==> src/rtl/conv1x1_seq_pkg.sv <==
// Shared definitions for the 1x1 conv layer sequencer: state encoding,
// default drain watchdog limit and buffer address width helper.
package conv1x1_seq_pkg;

    localparam logic [1:0] ST_IDLE  = 2'd0;
    localparam logic [1:0] ST_FETCH = 2'd1;
    localparam logic [1:0] ST_DRAIN = 2'd2;
    localparam logic [1:0] ST_DONE  = 2'd3;

    typedef enum logic [1:0] {
        IDLE  = ST_IDLE,
        FETCH = ST_FETCH,
        DRAIN = ST_DRAIN,
        DONE  = ST_DONE
    } state_t;

    localparam int DEFAULT_TIMEOUT = 64;

    // A one-pixel frame still needs a 1-bit address.
    function automatic int addr_width(input int n);
        return (n <= 1) ? 1 : $clog2(n);
    endfunction

endpackage

==> src/rtl/conv1x1_layer_sequencer_if.sv <==
// Buffer and conv-bank bundle seen by the sequencer: input buffer read port,
// bank stream in/out and output buffer write port.
interface conv1x1_layer_sequencer_if #(
    parameter int AW     = 4,
    parameter int DW     = 32,
    parameter int IN_CH  = 12,
    parameter int OUT_CH = 6
);
    logic                   rd_en;
    logic [AW-1:0]          rd_addr;
    logic [IN_CH*DW-1:0]    rd_data;
    logic                   conv_valid_in;
    logic [IN_CH*DW-1:0]    conv_in;
    logic                   conv_valid_out;
    logic [OUT_CH*DW-1:0]   conv_out;
    logic                   wr_en;
    logic [AW-1:0]          wr_addr;
    logic [OUT_CH*DW-1:0]   wr_data;

    modport master (
        output rd_en, rd_addr, conv_valid_in, conv_in, wr_en, wr_addr, wr_data,
        input  rd_data, conv_valid_out, conv_out
    );

    modport slave (
        input  rd_en, rd_addr, conv_valid_in, conv_in, wr_en, wr_addr, wr_data,
        output rd_data, conv_valid_out, conv_out
    );
endinterface

==> src/rtl/conv1x1_seq_watchdog.sv <==
// Drain watchdog: counts tick cycles since the last clear; expired is a
// same-cycle flag on the tick that would complete TIMEOUT consecutive ticks.
module conv1x1_seq_watchdog
    import conv1x1_seq_pkg::*;
#(
    parameter int TIMEOUT = DEFAULT_TIMEOUT
) (
    input  logic clk,
    input  logic rst,
    input  logic clear,
    input  logic tick,
    output logic expired
);
    localparam int CW = $clog2(TIMEOUT + 1);

    logic [CW-1:0] cnt;

    assign expired = tick && (cnt == CW'(TIMEOUT - 1));

    always_ff @(posedge clk) begin
        if (rst || clear) begin
            cnt <= '0;
        end else if (tick && !expired) begin
            cnt <= cnt + 1'b1;
        end
    end
endmodule

==> src/rtl/conv1x1_layer_sequencer.sv <==
// Frame sequencer: streams N pixels into the 1x1 conv bank and writes each result back by pixel index.
// Macro CONV1X1_SEQ_WATCHDOG_EN adds a drain watchdog driving err; otherwise err is tied low.
module conv1x1_layer_sequencer
    import conv1x1_seq_pkg::*;
#(
    parameter int IMG_Width  = 3,
    parameter int IMG_Height = 3,
    parameter int Datawidth  = 32,
    parameter int IN_CH      = 12,
    parameter int OUT_CH     = 6,
    parameter int AW         = addr_width(IMG_Width * IMG_Height),
    parameter int TIMEOUT    = DEFAULT_TIMEOUT
) (
    input  logic clk,
    input  logic rst,
    input  logic start,
    output logic busy,
    output logic done,
    output logic err,
    conv1x1_layer_sequencer_if.master bus
);
    localparam int            N    = IMG_Width * IMG_Height;
    localparam logic [AW-1:0] LAST = AW'(N - 1);

    state_t                      state;
    logic [AW-1:0]               acc_cnt;
    logic                        accept;
    logic [IN_CH*Datawidth-1:0]  pixel;
    logic [OUT_CH*Datawidth-1:0] result;

    assign pixel       = bus.rd_data;
    assign bus.conv_in = pixel;
    assign result      = bus.conv_out;

    // Results only count while a frame is in flight; anything else is a stray strobe.
    assign accept = bus.conv_valid_out && (state == FETCH || state == DRAIN);

`ifdef CONV1X1_SEQ_WATCHDOG_EN
    logic wd_expired;

    conv1x1_seq_watchdog #(
        .TIMEOUT (TIMEOUT)
    ) u_watchdog (
        .clk     (clk),
        .rst     (rst),
        .clear   (state != DRAIN || bus.conv_valid_out),
        .tick    (state == DRAIN && !bus.conv_valid_out),
        .expired (wd_expired)
    );
`else
    assign err = 1'b0;
`endif

    always_ff @(posedge clk) begin
        if (rst) begin
            state             <= IDLE;
            busy              <= 1'b0;
            done              <= 1'b0;
            bus.rd_en         <= 1'b0;
            bus.rd_addr       <= '0;
            bus.conv_valid_in <= 1'b0;
            bus.wr_en         <= 1'b0;
            bus.wr_addr       <= '0;
            bus.wr_data       <= '0;
            acc_cnt           <= '0;
`ifdef CONV1X1_SEQ_WATCHDOG_EN
            err               <= 1'b0;
`endif
        end else begin
            done              <= 1'b0;
            bus.conv_valid_in <= bus.rd_en;
            bus.wr_en         <= accept;

            // In-order return means the accept count is the pixel index.
            if (accept) begin
                bus.wr_data <= result;
                bus.wr_addr <= acc_cnt;
                if (acc_cnt != LAST) begin
                    acc_cnt <= acc_cnt + 1'b1;
                end
            end

            case (state)
                IDLE: begin
                    if (start) begin
                        state       <= FETCH;
                        busy        <= 1'b1;
                        bus.rd_en   <= 1'b1;
                        bus.rd_addr <= '0;
                        bus.wr_addr <= '0;
                        acc_cnt     <= '0;
`ifdef CONV1X1_SEQ_WATCHDOG_EN
                        err         <= 1'b0;
`endif
                    end
                end
                FETCH: begin
                    if (bus.rd_addr == LAST) begin
                        state     <= DRAIN;
                        bus.rd_en <= 1'b0;
                    end else begin
                        bus.rd_addr <= bus.rd_addr + 1'b1;
                    end
                end
                DRAIN: begin
                    if (accept && acc_cnt == LAST) begin
                        state <= DONE;
                        busy  <= 1'b0;
                        done  <= 1'b1;
                    end
`ifdef CONV1X1_SEQ_WATCHDOG_EN
                    else if (wd_expired) begin
                        state <= DONE;
                        busy  <= 1'b0;
                        done  <= 1'b1;
                        err   <= 1'b1;
                    end
`endif
                end
                default: begin
                    state <= IDLE;
                end
            endcase
        end
    end
endmodule

==> src/flat_wrapper.sv <==
// flat-port wrapper written by rule: the top's interface ports become plain ports
module conv1x1_layer_sequencer_flat import conv1x1_seq_pkg::*;
#(
    parameter int IMG_Width  = 3,
    parameter int IMG_Height = 3,
    parameter int Datawidth  = 32,
    parameter int IN_CH      = 12,
    parameter int OUT_CH     = 6,
    parameter int AW         = addr_width(IMG_Width * IMG_Height),
    parameter int TIMEOUT    = DEFAULT_TIMEOUT
)
  (clk, rst, start, busy, done, err, bus_rd_en, bus_rd_addr, bus_conv_valid_in, bus_conv_in, bus_wr_en, bus_wr_addr, bus_wr_data, bus_rd_data, bus_conv_valid_out, bus_conv_out);
  conv1x1_layer_sequencer_if #(.AW(AW), .DW((32)), .IN_CH(IN_CH), .OUT_CH(OUT_CH)) bus_i ();
  input  logic clk;
  input  logic rst;
  input  logic start;
  output logic busy;
  output logic done;
  output logic err;
  output wire logic [$bits(bus_i.rd_en)-1:0] bus_rd_en;
  output wire logic [$bits(bus_i.rd_addr)-1:0] bus_rd_addr;
  output wire logic [$bits(bus_i.conv_valid_in)-1:0] bus_conv_valid_in;
  output wire logic [$bits(bus_i.conv_in)-1:0] bus_conv_in;
  output wire logic [$bits(bus_i.wr_en)-1:0] bus_wr_en;
  output wire logic [$bits(bus_i.wr_addr)-1:0] bus_wr_addr;
  output wire logic [$bits(bus_i.wr_data)-1:0] bus_wr_data;
  input wire logic [$bits(bus_i.rd_data)-1:0] bus_rd_data;
  input wire logic [$bits(bus_i.conv_valid_out)-1:0] bus_conv_valid_out;
  input wire logic [$bits(bus_i.conv_out)-1:0] bus_conv_out;
  assign bus_rd_en = bus_i.rd_en;
  assign bus_rd_addr = bus_i.rd_addr;
  assign bus_conv_valid_in = bus_i.conv_valid_in;
  assign bus_conv_in = bus_i.conv_in;
  assign bus_wr_en = bus_i.wr_en;
  assign bus_wr_addr = bus_i.wr_addr;
  assign bus_wr_data = bus_i.wr_data;
  assign bus_i.rd_data = bus_rd_data;
  assign bus_i.conv_valid_out = bus_conv_valid_out;
  assign bus_i.conv_out = bus_conv_out;
  conv1x1_layer_sequencer #(.IMG_Width(IMG_Width), .IMG_Height(IMG_Height), .Datawidth(Datawidth), .IN_CH(IN_CH), .OUT_CH(OUT_CH), .AW(AW), .TIMEOUT(TIMEOUT)) u_core (.clk(clk), .rst(rst), .start(start), .busy(busy), .done(done), .err(err), .bus(bus_i));
endmodule
==> config.mk <==
export PLATFORM = sky130hd
export DESIGN_NAME = conv1x1_layer_sequencer_flat
export DESIGN_NICKNAME = d
export VERILOG_FILES = /design/src/rtl/conv1x1_seq_pkg.sv /design/src/rtl/conv1x1_layer_sequencer_if.sv /design/src/rtl/conv1x1_seq_watchdog.sv /design/src/rtl/conv1x1_layer_sequencer.sv /design/src/flat_wrapper.sv
export SDC_FILE = /design/constraint.sdc
export NUM_CORES = 1
export LEC_CHECK = 0
export BUFFER_PORTS_ARGS = -buffer_cell sky130_fd_sc_hd__clkbuf_2
export CAP_MARGIN = 20
export CORE_AREA = 5 5 454 456
export CTS_CLUSTER_DIAMETER = 80
export CTS_CLUSTER_SIZE = 20
export DETAILED_ROUTE_END_ITERATION = 7
export DIE_AREA = 0 0 459 461
export PLACE_DENSITY_LB_ADDON = 0.1
export SLEW_MARGIN = 10
export SYNTH_ARGS = -nofsm -noshare
export SYNTH_HDL_FRONTEND = slang
export SYNTH_SLANG_ARGS = --single-unit
==> constraint.sdc <==
create_clock -name clk -period 2.36 [get_ports clk]
set_input_delay 0.236 -clock clk [delete_from_list [all_inputs] [get_ports clk]]
set_output_delay 0.236 -clock clk [all_outputs]
set_load 0.005 [all_outputs]
# Word level (Yosys, flattened, before mapping)
# Cells that the tools add are included.
# op_classes
addsub,2
mul,0
n_div,0
n_lt_le_gt_ge,0
n_eq_ne,9
shifts,0
muxes,20
n_bitwise,1
n_reduce_logical,11
# ops
operator,count
$mux 4,9
$reduce_and 3->1,4
$add 4x1->4 const B,2
$eq 4x4->1 const B,2
$ne 2x2->1 const B,4
$pmux 4 s2,1
$mux 2,3
$pmux 2 s3,1
$mux 1,4
$ne 4x4->1 const B,1
$pmux 1 s2,2
$reduce_bool 2->1,2
$eq 2x1->1 const B,1
$eq 2x2->1 const B,1
$logic_and 1x1->1,2
$logic_not 2->1,1
$reduce_or 2->1,1
$logic_or 1x1->1,1
$not 1->1,1
# totals
regBits,211
latch_bits,0
ramBits,0
romBits,0
input_bits,580
out_inout_bits,590
word_cells,53
n_memories,0

# Longest topological paths before layout
# Gate-level depths: netlist of run 1.
# logic_depth
ltp_word,6
mapped_depth,7
depth_no_buf,6

# Worst setup path after synthesis of run 1
# No wires, ideal clock.
# synth_timing
kind,register to register
start,reg u_core.state[0]
end,reg u_core.state[1]
setup_time_ns,0.070
t_arrival_ns,1.599
required_time_ns,2.290
path_slack_ns,0.690
path_stages_with_launch,7
path_buffers,0
synth_period_minus_slack_ns,1.670
path_cell_list,dfxtp_1 > inv_1 > ha_1 > nand2_2 > o31a_1 > or3b_1 > a21oi_1
# synth_between
elab_chain_len,6
word_cells_on_any_way,11
classes_between,eq/ne: 5; mux: 1; reduce/logical: 5
# synth_rtl
item,line,text
start: declaration,conv1x1_layer_sequencer.sv:25,state_t state;
start signal: assignment,conv1x1_layer_sequencer.sv:56,state <= IDLE;
start signal: assignment,conv1x1_layer_sequencer.sv:86,state <= FETCH;
start signal: assignment,conv1x1_layer_sequencer.sv:99,state <= DRAIN;
$eq 2x1->1 or $eq 2x2->1 (tied branches),"conv1x1_layer_sequencer.sv:36, conv1x1_layer_sequencer.sv:83",
$logic_or 1x1->1,conv1x1_layer_sequencer.sv:36,assign accept = bus.conv_valid_out && (state == FETCH || state == DRAIN);
$logic_and 1x1->1,conv1x1_layer_sequencer.sv:36,
$logic_and 1x1->1,conv1x1_layer_sequencer.sv:106,if (accept && acc_cnt == LAST) begin
$ne 2x2->1 (no source line),-,
$reduce_and 3->1 (no source line),-,
# Parallel ways exist; a longest one is shown, timed or not.
# A chain may end at the register's enable or synchronous reset.

# Worst setup path in the final report of run 1
# layout_timing
start,reg u_core.state[1]
end,reg u_core.bus.wr_data[122]
# layout_between
elab_chain_len,3
word_cells_on_any_way,4
classes_between,eq/ne: 2; reduce/logical: 2
# layout_rtl
item,line,text
$eq 2x1->1 or $eq 2x2->1 (tied branches),conv1x1_layer_sequencer.sv:36,
$logic_or 1x1->1 *,conv1x1_layer_sequencer.sv:36,
$logic_and 1x1->1 *,conv1x1_layer_sequencer.sv:36,
end signal: assignment,conv1x1_layer_sequencer.sv:76,bus.wr_data <= result;
end: declaration,conv1x1_layer_sequencer_if.sv:21,"output rd_en, rd_addr, conv_valid_in, conv_in, wr_en, wr_addr, wr_data,"
# Every way passes the cells marked *; elsewhere a longest branch is shown, timed or not.

==> metrics.log, run 1 <==
INFO  metric status = finished, final reports clean
INFO  metric layout.core_utilization = 8.11%
INFO  metric io-pin-count = 1170
INFO  metric num-fill-cells = 23700
INFO  metric post_dp_cell_area = 12900 um2
INFO  metric synthesis.instances = 1324
INFO  metric leak = 5.92 nW
INFO  metric critical_path.reg2reg.endpoint = u_core.bus.wr_data[122]
INFO  metric routed_wl = 63200 um
INFO  metric postSynthRegisterBits = 211
INFO  metric timing.rr.start = u_core.state[1]
INFO  metric cts-htree-levels = 2
INFO  metric hold_path_startpoint = bus_conv_out[112]
INFO  metric synth.cell_area = 10300 um2
INFO  metric fmax = 461 MHz
INFO  metric worst_clock_skew = 0.0283 ns
INFO  metric first_iter_violations = 256
INFO  metric clock_tree_from_tritoncts = yes
INFO  metric floorplan.rows = 165
INFO  metric post_synth.cell_area_avg = 7.77 um2
INFO  metric fp.dieW = 459 um
INFO  metric dp_worst_setup_slack = 0.390 ns
INFO  metric timing.reg2reg.setup_slack = 0.19 ns
INFO  metric number_of_unique_standard_cell_types_used_by_synthesis = 31
INFO  metric worst_r2r_path_depth = 7
INFO  metric grt_pass1_wl = 83600 um
INFO  metric pwr_density_cell = 947 nW/um2
INFO  metric detail_route.vias_per_cell = 2.15
INFO  metric area_taken_by_flip_flops_and_latches = 4220 um2
INFO  metric hold_viol_final = 0
INFO  metric detail_route.drc_violations = 0
INFO  metric post_cts_resize_count = 0
INFO  metric initial_utilization = 5.11%
INFO  metric non_filler_instance_count_after_layout = 4246
INFO  metric first_global_vias = 10100
INFO  metric setup_slack = 0.192 ns
INFO  metric final_layout_size_suffix_gt1_share = 32.1%
INFO  metric layout.cells.most_common_list = sky130_fd_sc_hd__nand2_1 (401), sky130_fd_sc_hd__clkbuf_2 (399), sky130_fd_sc_hd__dfxtp_1 (211)
INFO  metric placement.io_buffers = 400
INFO  metric synth.top_cell.area_share = 41.1%
INFO  metric worst_hold_path.num_cells = 3
INFO  metric mostFrequentLayoutCell = sky130_fd_sc_hd__nand2_1
INFO  metric report.power.total = 15.5 mW
INFO  metric report.final.setup_viol = 0
INFO  metric clock-sinks = 211
INFO  metric root_buffer = sky130_fd_sc_hd__clkbuf_16
INFO  metric period_share = 91.9%
INFO  metric clock_latency_at_the_later_pin_of_the_worst_skew_pair = 0.60 ns
INFO  metric synth.top_cells.by_area = sky130_fd_sc_hd__dfxtp_1 (41%), sky130_fd_sc_hd__buf_4 (28%), sky130_fd_sc_hd__nand2_1 (15%)
INFO  metric clkTransAtPathRegs = 0.05 ns
INFO  metric timing.critical_path.arrival = 2.70 ns
INFO  metric final_cell_area = 16300 um2
INFO  metric timing.hold.ws = 0.0317 ns
INFO  metric total_negative_slack = 0 ns
INFO  metric antenna_left = 0
INFO  metric core-area = 201000 um2
INFO  metric critical_path_class = reg -> reg
INFO  metric post-place-cells = 3970
INFO  metric worst_setup_sp_type = flip-flop
INFO  metric cts_inserted_buffers = 42
INFO  metric worst_ep_required_time = 2.90 ns
INFO  metric max_cap_violations = 0
INFO  metric min_path_type = in -> reg
INFO  metric synth_area_leader_cell = sky130_fd_sc_hd__dfxtp_1
INFO  metric synth-warning-count = 0
INFO  metric vias = 9109
INFO  metric setup_repair_after_global_routing_missed_its_margin = no
INFO  metric die_h = 461 um
INFO  metric worst-path-max-fanout = 14
INFO  metric min_period = 2.17 ns
INFO  metric cts-hold-fix-buffers = 198
INFO  metric nNetsFinal = 2128
INFO  metric grt.overflow.total = 0
INFO  metric cts.repair_timing.setup_buffer_count = 0
INFO  metric detailedRoute.firstPassIterationCount = 4
INFO  metric grt_antenna_before_repair = 7
INFO  metric synthToLayoutAreaGrowth = 58.6%
INFO  metric worst_hold_path.endpoint = u_core.bus.wr_data[112]
INFO  metric groute.usage.overall = 5.70%
INFO  metric clk_path_buf_depth = 3
INFO  metric multi_input_comb_area = 2910 um2
INFO  metric grt_max_degree = 66
INFO  metric synth.net_count = 1912
INFO  metric share_of_the_yosys_chip_area_belonging_to_registers = 41.1%
INFO  metric dp.final_hpwl = 48700 um
INFO  metric design.die.area = 212000 um2
INFO  metric globalplace.congestion = 0.620
INFO  metric maxSlewViolCount = 0
INFO  metric drt_wl_cell = 14.9 um
INFO  metric peakVddDrop = 429 uV
INFO  metric worstSetupEndpointType = flip-flop
registers in the layout (all words and copies together), names as in the netlist:
signal,cells
u_core.state,2
u_core.bus.wr_addr,4
u_core.bus.wr_data,192
u_core.done,1
u_core.bus.wr_en,1
u_core.bus.rd_en,1
u_core.bus.conv_valid_in,1
u_core.busy,1
u_core.bus.rd_addr,4
u_core.acc_cnt,4
where the power goes:
group          switching (mW)  internal, mW  total [mW]
clock network            2.60          4.00        6.59
logic                    2.59          1.65        4.23
registers               0.387          4.24        4.63
cells in the mapped netlist:
cell type                  instances
sky130_fd_sc_hd__o211ai_1          2
sky130_fd_sc_hd__or3b_1            1
sky130_fd_sc_hd__a21oi_1         204
sky130_fd_sc_hd__clkbuf_1         51
sky130_fd_sc_hd__and2_1            3
sky130_fd_sc_hd__buf_1            11
sky130_fd_sc_hd__a22o_1            1
sky130_fd_sc_hd__nand2_2           1
sky130_fd_sc_hd__o21bai_1          2
sky130_fd_sc_hd__nand4_1           1
sky130_fd_sc_hd__xnor2_1           1
sky130_fd_sc_hd__o21ai_1           4
sky130_fd_sc_hd__buf_4           385
sky130_fd_sc_hd__nand3_1           2
sky130_fd_sc_hd__o41ai_1           1
sky130_fd_sc_hd__conb_1            1
sky130_fd_sc_hd__nand2_1         401
sky130_fd_sc_hd__nand3b_1          1
sky130_fd_sc_hd__inv_1             8
sky130_fd_sc_hd__nor2_1            8
sky130_fd_sc_hd__dfxtp_1         211
sky130_fd_sc_hd__nand4b_1          2
sky130_fd_sc_hd__ha_1              8
sky130_fd_sc_hd__o31a_1            1
sky130_fd_sc_hd__buf_2             4
sky130_fd_sc_hd__mux2_2            1
sky130_fd_sc_hd__nor4b_1           1
sky130_fd_sc_hd__a31oi_1           1
sky130_fd_sc_hd__xor2_1            3
sky130_fd_sc_hd__nor2b_1           2
sky130_fd_sc_hd__nand2b_1          1
critical path: stages, from the launching register on:
cell and delay (ns):
sky130_fd_sc_hd__dfxtp_1 0.38, sky130_fd_sc_hd__inv_1 0.08, sky130_fd_sc_hd__ha_1 0.41, sky130_fd_sc_hd__and2_4 0.29, sky130_fd_sc_hd__buf_12 0.18, sky130_fd_sc_hd__nand2_1 0.07
sky130_fd_sc_hd__a21oi_1 0.11, sky130_fd_sc_hd__dlygate4sd3_1 0.55
per-layer routing:
layer	vias to the layer above	share of wire (%)	global-route usage (%)
met5	-	0.021	0.0689
met4	2	7.0	3.81
met3	247	12	3.03
met2	581	49	9.98
met1	4018	32	5.07
li1	4261	-	-
worst max-delay path by stage:
stage                         start                       to  cells past startpoint
global placement    u_core.state[1]  u_core.bus.wr_data[107]                      7
finish              u_core.state[1]  u_core.bus.wr_data[122]                      7
floorplan           u_core.state[0]          u_core.state[1]                      6
detailed placement  u_core.state[1]   u_core.bus.wr_data[96]                      7
global route        u_core.state[1]  u_core.bus.wr_data[122]                      7
CTS                 u_core.state[1]  u_core.bus.wr_data[152]                      7
kinds of logic after synthesis:
kind of cell | Yosys count | synth area share [%]
DFF | 211 | 41.1
AOI/OAI and AO/OA | 216 | 10.7
and+or+nand+nor | 424 | 15.9
xor gates and xnor gates | 4 | 0.341
buffers and inverters | 459 | 30.8
other | 1 | 0.0364
muxes | 1 | 0.109
adders and majority gates | 8 | 0.973
layout make-up:
| cell class | instances | share of cell area, % |
|---|---|---|
| antenna | 1 | 0.0153 |
| clock buffer | 44 | 6.68 |
| clock inverter | 33 | 2.38 |
| inverter | 8 | 0.184 |
| multi-input combinational | 654 | 17.8 |
| sequential | 211 | 25.9 |
| tap | 2672 | 20.5 |
| timing repair buffer | 623 | 26.5 |
Note: power is estimated with default switching activity, not from simulation.
==> run 2: changes to the inputs <==
--- a/config.mk
+++ b/config.mk
@@ -7,13 +7,14 @@
 export LEC_CHECK = 0
 export BUFFER_PORTS_ARGS = -buffer_cell sky130_fd_sc_hd__clkbuf_2
 export CAP_MARGIN = 20
-export CORE_AREA = 5 5 454 456
+export CORE_AREA = 5 5 449 451
 export CTS_CLUSTER_DIAMETER = 80
 export CTS_CLUSTER_SIZE = 20
 export DETAILED_ROUTE_END_ITERATION = 7
-export DIE_AREA = 0 0 459 461
-export PLACE_DENSITY_LB_ADDON = 0.1
+export DIE_AREA = 0 0 454 456
+export PLACE_DENSITY = 0.3
 export SLEW_MARGIN = 10
 export SYNTH_ARGS = -nofsm -noshare
 export SYNTH_HDL_FRONTEND = slang
+export SYNTH_HIERARCHICAL = 1
 export SYNTH_SLANG_ARGS = --single-unit
==> run 2 against run 1 <==
Net effect: maximum frequency decreased by 1.1%; non-clock buffer count rose by 6; power shrank 10%; via count grew 5.7%; die area is 2.2% lower; cell count decreased by 1.3%; critical path depth stayed put; hold slack gained 0.22 ns.
==> metrics.log, run 2 <==
INFO  metric share_of_the_yosys_chip_area_belonging_to_registers = 40.8%
INFO  metric relative_max_transition_margin = 56.5%
INFO  metric min_path_type = in -> reg
INFO  metric vias = 9631
INFO  metric total_negative_slack = 0 ns
INFO  metric timing.critical_path.cells = inv_1 > ha_1 > and2_4 > buf_8 > nand2_1 > a21oi_1 > dlygate4sd3_1
INFO  metric worst_clock_skew = 0.0230 ns
INFO  metric detail_route.vias_per_cell = 2.30
INFO  metric worst-path-max-fanout = 36
INFO  metric period_share = 92.9%
INFO  metric synth_enable_flop_cells = 0
INFO  metric clock_tree_from_tritoncts = yes
INFO  metric fp.dieW = 454 um
INFO  metric grt_max_degree = 104
INFO  metric synthMostInstantiatedCell = sky130_fd_sc_hd__nand2_1
INFO  metric floorplan.rows = 163
INFO  metric setup_repair_after_global_routing_missed_its_margin = no
INFO  metric dp.final_hpwl = 76400 um
INFO  metric detail_route.drc_violations = 0
INFO  metric regMostFlops = u_core/bus.wr_data
INFO  metric number_of_unique_standard_cell_types_used_by_synthesis = 32
INFO  metric maxSlewViolCount = 0
INFO  metric num-fill-cells = 23100
INFO  metric layout.cells.most_common_list = sky130_fd_sc_hd__nand2_1 (402), sky130_fd_sc_hd__clkbuf_2 (399), sky130_fd_sc_hd__dlygate4sd3_1 (214)
INFO  metric peakVddDrop = 565 uV
INFO  metric synth-warning-count = 6
INFO  metric primary_flip_flop_cell_chosen_by_synthesis_mapping = sky130_fd_sc_hd__dfxtp_1
INFO  metric nNetsFinal = 2118
INFO  metric cts.repair_timing.setup_buffer_count = 0
INFO  metric clock_latency_at_the_later_pin_of_the_worst_skew_pair = 0.65 ns
INFO  metric worst_setup_sp_type = flip-flop
INFO  metric critPathSlowestCell = sky130_fd_sc_hd__dlygate4sd3_1
INFO  metric synth_commonest_cells = sky130_fd_sc_hd__nand2_1 (403), sky130_fd_sc_hd__buf_4 (385), sky130_fd_sc_hd__dfxtp_1 (211), sky130_fd_sc_hd__a21oi_1 (202), sky130_fd_sc_hd__buf_2 (36)
INFO  metric mostFrequentLayoutCell = sky130_fd_sc_hd__nand2_1
INFO  metric worst_r2r_path_depth = 7
INFO  metric status = finished, final reports clean
INFO  metric drt_wl_cell = 21.3 um
INFO  metric grt_pass1_wl = 110000 um
INFO  metric synth.cell_area = 10300 um2
INFO  metric hold_path_startpoint = bus_conv_valid_out
INFO  metric multi_input_comb_area = 2910 um2
INFO  metric initial_utilization = 5.26%
INFO  metric antenna_left = 0
INFO  metric grt.overflow.total = 0
INFO  metric insertedDiodeCount = 0
INFO  metric largest_register_ffs = 192
INFO  metric synthesis.instances = 1323
INFO  metric timing.rr.start = u_core/state[1]
INFO  metric core-area = 197000 um2
INFO  metric io-pin-count = 1170
INFO  metric hold_viol_final = 0
INFO  metric synth.top_cell.area_share = 40.8%
INFO  metric worst_ep_required_time = 2.94 ns
INFO  metric post_synth.cell_area_avg = 7.82 um2
INFO  metric detailedRoute.firstPassIterationCount = 5
INFO  metric clk_path_buf_depth = 3
INFO  metric groute.usage.overall = 8.19%
INFO  metric postSynthRegisterBits = 211
INFO  metric worst_hold_path.num_cells = 4
INFO  metric clock-sinks = 211
INFO  metric critical_path.reg2reg.endpoint = u_core/bus.wr_data[189]
INFO  metric critical_path.n_buffers_inverters = 3
INFO  metric globalplace.congestion = 0.746
INFO  metric leak = 5.74 nW
INFO  metric design.die.area = 207000 um2
INFO  metric clkTransAtPathRegs = 0.07 ns
INFO  metric worst_pin_slew = 0.652 ns
INFO  metric area_taken_by_flip_flops_and_latches = 4220 um2
INFO  metric grt_antenna_before_repair = 46
INFO  metric critPathTopFamily = buffers and inverters
INFO  metric die_h = 456 um
INFO  metric critical_path_class = reg -> reg
INFO  metric async_reset_ff_share = 0%
INFO  metric timing.reg2reg.setup_slack = 0.17 ns
INFO  metric worst_hold_path.endpoint = u_core/done
INFO  metric report.final.setup_viol = 0
INFO  metric synthToLayoutAreaGrowth = 53.0%
INFO  metric first_global_vias = 10100
INFO  metric routed_wl = 89100 um
INFO  metric worstSetupEndpointType = flip-flop
INFO  metric max_cap_violations = 0
INFO  metric root_buffer = sky130_fd_sc_hd__clkbuf_16
INFO  metric fmax = 456 MHz
INFO  metric timing.hold.ws = 0.253 ns
INFO  metric first_iter_violations = 513
INFO  metric synth_area_leader_cell = sky130_fd_sc_hd__dfxtp_1
INFO  metric synth.net_count = 1911
INFO  metric cts_inserted_buffers = 27
INFO  metric min_period = 2.19 ns
INFO  metric worst_path_largest_cell_delay = 0.56 ns
INFO  metric final_layout_size_suffix_gt1_share = 30.1%
INFO  metric timing.critical_path.arrival = 2.77 ns
INFO  metric cts-htree-levels = 1
INFO  metric synth.top_cells.by_area = sky130_fd_sc_hd__dfxtp_1 (41%), sky130_fd_sc_hd__buf_4 (28%), sky130_fd_sc_hd__nand2_1 (15%)
INFO  metric placement.io_buffers = 400
INFO  metric pwr_density_cell = 876 nW/um2
run 2: cell count changes after synthesis, sizes merged, moves of 2 or more:
cell | before | now
o21ai | 4 | 2
buf | 400 | 423
a21oi | 204 | 202
nor2 | 8 | 11
clkbuf | 51 | 28
o21bai | 2 | 0
run 2: cell families (layout without fill, tap and decap cells):
family	after synthesis	in the layout	share of synthesized area [%]
compound gates	212	212	10.7
xor+xnor	5	5	0.423
fa+ha+maj	8	8	0.968
buf+inv	459	686	31.1
flops	211	211	40.8
mux	1	1	0.109
other cells	1	1	0.0363
simple gates	426	426	15.8
run 2: how the worst max path moves through the flow:
stage / depth (start not counted) / start / slack (ns) / endpoint
detailed placement: 6 / u_core/state[0] / 0.48 / u_core/bus.wr_data[117]
global route: 7 / u_core/state[1] / 0.01 / u_core/bus.wr_data[8]
finish: 7 / u_core/state[1] / 0.17 / u_core/bus.wr_data[189]
floorplan: 7 / u_core/state[0] / 0.79 / u_core/state[0]
global placement: 7 / u_core/state[0] / 0.51 / u_core/bus.wr_data[110]
CTS: 7 / u_core/state[1] / 0.02 / u_core/bus.wr_data[176]
run 2: worst reg2reg max path: cells and delay by family (launching register included):
kind | cells | cell delay (ns)
adders and majority gates | 1 | 0.36
buffers and inverters | 3 | 0.91
DFF | 1 | 0.38
and+or+nand+nor | 2 | 0.36
AOI/OAI and AO/OA | 1 | 0.12
run 2: what timing repair did:
action                                  CTS  global route
hold endpoints to repair                195             0
resized for setup                         0             3
hold buffers                            214             0
endpoints found under the setup margin    0            20
run 2: through the flow:
| stage | std cells | area [um2] | power [mW] | util, % | worst slack [ns] |
|---|---|---|---|---|---|
| after CTS | 4189 | 15800 | 14.3 | 8.02 | 0.0198 |
| after detailed placement | 3926 | 12700 | 9.04 | 6.44 | 0.482 |
| after floorplan | 1323 | 10300 | 6.98 | - | 0.792 |
| after global routing | 4190 | 15800 | 14.9 | 8.04 | 0.0128 |
| final | 4190 | 15800 | 13.9 | 8.04 | 0.168 |
| after global placement | 3926 | 12700 | 9.01 | 6.44 | 0.506 |
run 2: per-layer routing:
| metal | vias to the layer above | share of wire (%) | GRT usage [%] |
|---|---|---|---|
| met1 | 4447 | 34 | 8.20 |
| met4 | 6 | 4.5 | 2.95 |
| met3 | 280 | 16 | 5.78 |
| li1 | 4206 | - | - |
| met5 | - | 0.30 | 0.910 |
| met2 | 692 | 45 | 13.2 |
run 2: where the power goes:
part	internal, mW	switching (mW)	leakage (nW)
clock	2.37	2.26	0.460
sequential	4.23	0.388	1.72
combinational	1.61	3.00	3.56
run 2: area by class of cell:
cell class,instances,share of cell area (%)
Multi-Input combinational cell,653,18.4
Clock inverter,20,1.74
Clock buffer,29,4.32
Inverter,8,0.190
Tap cell,2640,20.9
Sequential cell,211,26.7
Timing Repair Buffer,629,27.8
==> run 3: changes to the inputs <==
==> constraint.sdc (replaced) <==
create_clock -name clk -period 2.45 [get_ports clk]
set_input_delay 0.245 -clock clk [delete_from_list [all_inputs] [get_ports clk]]
set_output_delay 0.245 -clock clk [all_outputs]
set_load 0.005 [all_outputs]
==> run 3 against run 2 <==
Net effect: clock power is 10% higher; non-clock buffer count is 17 lower; maximum frequency is 1.9% lower; register-to-register slack better by 0.05 ns; critical path type unchanged; largest power group is now clock.
==> metrics.log, run 3 (synthesis results as in run 2) <==
INFO  metric cts-htree-levels = 1
INFO  metric first_iter_violations = 435
INFO  metric leak = 5.70 nW
INFO  metric critPathTopFamily = buffers and inverters
INFO  metric worst_hold_path.endpoint = u_core/bus.wr_data[20]
INFO  metric root_buffer = sky130_fd_sc_hd__clkbuf_16
INFO  metric sw_frac_of_total = 38.3%
INFO  metric mostFrequentLayoutCell = sky130_fd_sc_hd__nand2_1
INFO  metric maxSlewViolCount = 0
INFO  metric worst_r2r_path_depth = 7
INFO  metric grt_antenna_before_repair = 46
INFO  metric fmax = 448 MHz
INFO  metric relative_max_transition_margin = 59.0%
INFO  metric grt_pass1_wl = 111000 um
INFO  metric design.die.area = 207000 um2
INFO  metric critical_path.n_buffers_inverters = 3
INFO  metric report.final.setup_viol = 0
INFO  metric detail_route.vias_per_cell = 2.29
INFO  metric floorplan.rows = 163
INFO  metric largest_register_ffs = 192
INFO  metric insertedDiodeCount = 0
INFO  metric num-fill-cells = 23200
INFO  metric period_share = 91.2%
INFO  metric critical_path.reg2reg.endpoint = u_core/bus.wr_data[13]
INFO  metric worst-path-max-fanout = 52
INFO  metric final_layout_size_suffix_gt1_share = 31.0%
INFO  metric max_cap_violations = 0
INFO  metric globalplace.congestion = 0.729
INFO  metric grt_max_degree = 66
INFO  metric setup_repair_after_global_routing_missed_its_margin = no
INFO  metric timing.rr.start = u_core/state[0]
INFO  metric min_path_type = in -> reg
INFO  metric cts_inserted_buffers = 29
INFO  metric worst_clock_skew = 0.0228 ns
INFO  metric peakVddDrop = 605 uV
INFO  metric dp.final_hpwl = 76800 um
INFO  metric io-pin-count = 1170
INFO  metric vias = 9575
INFO  metric critPathSlowestCell = sky130_fd_sc_hd__dlygate4sd3_1
INFO  metric pwr_density_cell = 874 nW/um2
INFO  metric routed_wl = 88800 um
INFO  metric groute.usage.overall = 8.23%
INFO  metric part_of_the_total_power_dissipated_in_combinational_logic = 30.9%
INFO  metric synthToLayoutAreaGrowth = 52.8%
INFO  metric fp.dieW = 454 um
INFO  metric clkTransAtPathRegs = 0.08 ns
INFO  metric total_negative_slack = 0 ns
INFO  metric layout.cells.most_common_list = sky130_fd_sc_hd__nand2_1 (402), sky130_fd_sc_hd__clkbuf_2 (399), sky130_fd_sc_hd__dfxtp_1 (211)
INFO  metric first_global_vias = 10000
INFO  metric antenna_left = 0
INFO  metric timing.critical_path.arrival = 2.83 ns
INFO  metric worst_path_largest_cell_delay = 0.57 ns
INFO  metric die_h = 456 um
INFO  metric share_of_power_burned_in_the_clock_network = 36.8%
INFO  metric clk_path_buf_depth = 3
INFO  metric seq_power_share = 32.3%
INFO  metric worst_pin_slew = 0.615 ns
INFO  metric timing.hold.ws = 0.115 ns
INFO  metric hold_path_startpoint = rst
INFO  metric status = finished, final reports clean
INFO  metric placement.io_buffers = 400
INFO  metric worst_setup_sp_type = flip-flop
INFO  metric nNetsFinal = 2103
INFO  metric cts.repair_timing.setup_buffer_count = 0
INFO  metric core-area = 197000 um2
INFO  metric min_period = 2.23 ns
INFO  metric critical_path_class = reg -> reg
INFO  metric detail_route.drc_violations = 0
INFO  metric initial_utilization = 5.26%
INFO  metric regMostFlops = u_core/bus.wr_data
INFO  metric worst_hold_path.num_cells = 2
INFO  metric clock-sinks = 211
INFO  metric timing.reg2reg.setup_slack = 0.22 ns
INFO  metric worst_ep_required_time = 3.05 ns
INFO  metric detailedRoute.firstPassIterationCount = 5
INFO  metric timing.critical_path.cells = inv_1 > ha_1 > nand2_4 > buf_6 > nand2_1 > a21oi_1 > dlygate4sd3_1
INFO  metric hold_viol_final = 0
INFO  metric net-switching-power = 5.29 mW
INFO  metric clock_tree_from_tritoncts = yes
INFO  metric drt_wl_cell = 21.3 um
INFO  metric clock_latency_at_the_later_pin_of_the_worst_skew_pair = 0.65 ns
INFO  metric grt.overflow.total = 0
INFO  metric internal-power = 8.52 mW
INFO  metric worstSetupEndpointType = flip-flop
[run 3: cell types whose count changed in the layout (fill, tap and decap cells not counted), sizes merged]
cell / previous run / this run
clkinv: 8 / 6
inv: 17 / 16
clkinvlp: 2 / 3
bufinv: 1 / 6
buf: 15 / 19
clkbuf: 429 / 430
dlygate4sd3: 214 / 194
[run 3: per-stage QoR]
| stage | util [%] | setup WS [ns] | std cells | total power [mW] | cell area, um2 |
|---|---|---|---|---|---|
| after global routing | 8.03 | 0.107 | 4178 | 14.9 | 15800 |
| after CTS | 8.03 | 0.109 | 4178 | 14.4 | 15800 |
| after floorplan | - | 0.882 | 1323 | 6.73 | 10300 |
| final | 8.03 | 0.216 | 4178 | 13.8 | 15800 |
| after global placement | 6.47 | 0.558 | 3930 | 8.74 | 12700 |
| after detailed placement | 6.47 | 0.513 | 3930 | 8.74 | 12700 |
[run 3: how the worst max path moves through the flow]
stage	slack, ns	cells after the start	end	startpoint
2_1_floorplan	0.88	7	u_core/state[0]	u_core/state[0]
3_3_place_gp	0.56	7	u_core/bus.wr_data[113]	u_core/state[0]
3_5_place_dp	0.51	7	u_core/bus.wr_data[118]	u_core/state[0]
4_1_cts	0.11	7	u_core/bus.wr_data[13]	u_core/state[0]
5_1_grt	0.11	7	u_core/bus.wr_data[13]	u_core/state[0]
6_report	0.22	7	u_core/bus.wr_data[13]	u_core/state[0]
[run 3: power by group through the flow]
stage,registers [mW],clock network (mW),logic [mW]
floorplan,4.52,0,2.20
global placement,4.53,0,4.20
finish,4.47,5.08,4.27
CTS,4.48,5.40,4.53
detailed placement,4.55,0,4.20
global route,4.55,5.50,4.84
[run 3: layout make-up]
type / count / area, um2 / area share (%)
multi-input combinational: 653 / 2910 / 18.4
inverter: 8 / 30.0 / 0.190
tap: 2640 / 3300 / 20.9
sequential: 211 / 4220 / 26.7
clock buffer: 31 / 753 / 4.77
timing repair buffer: 612 / 4210 / 26.6
clock inverter: 23 / 380 / 2.41
[run 3: metal layers]
| layer | vias up | global-route usage, % | routed length (um) |
|---|---|---|---|
| met5 | - | 1.14 | 303 |
| met4 | 8 | 2.88 | 3800 |
| met3 | 285 | 6.70 | 15800 |
| met2 | 705 | 13.1 | 39800 |
| met1 | 4389 | 7.82 | 29100 |
| li1 | 4188 | - | - |
[run 3: timing repair]
item	4_1_cts	5_1_grt
endpoints found under the hold margin	193	0
endpoints found under the setup margin	0	1
hold buffers	194	0
gates resized for setup	0	1
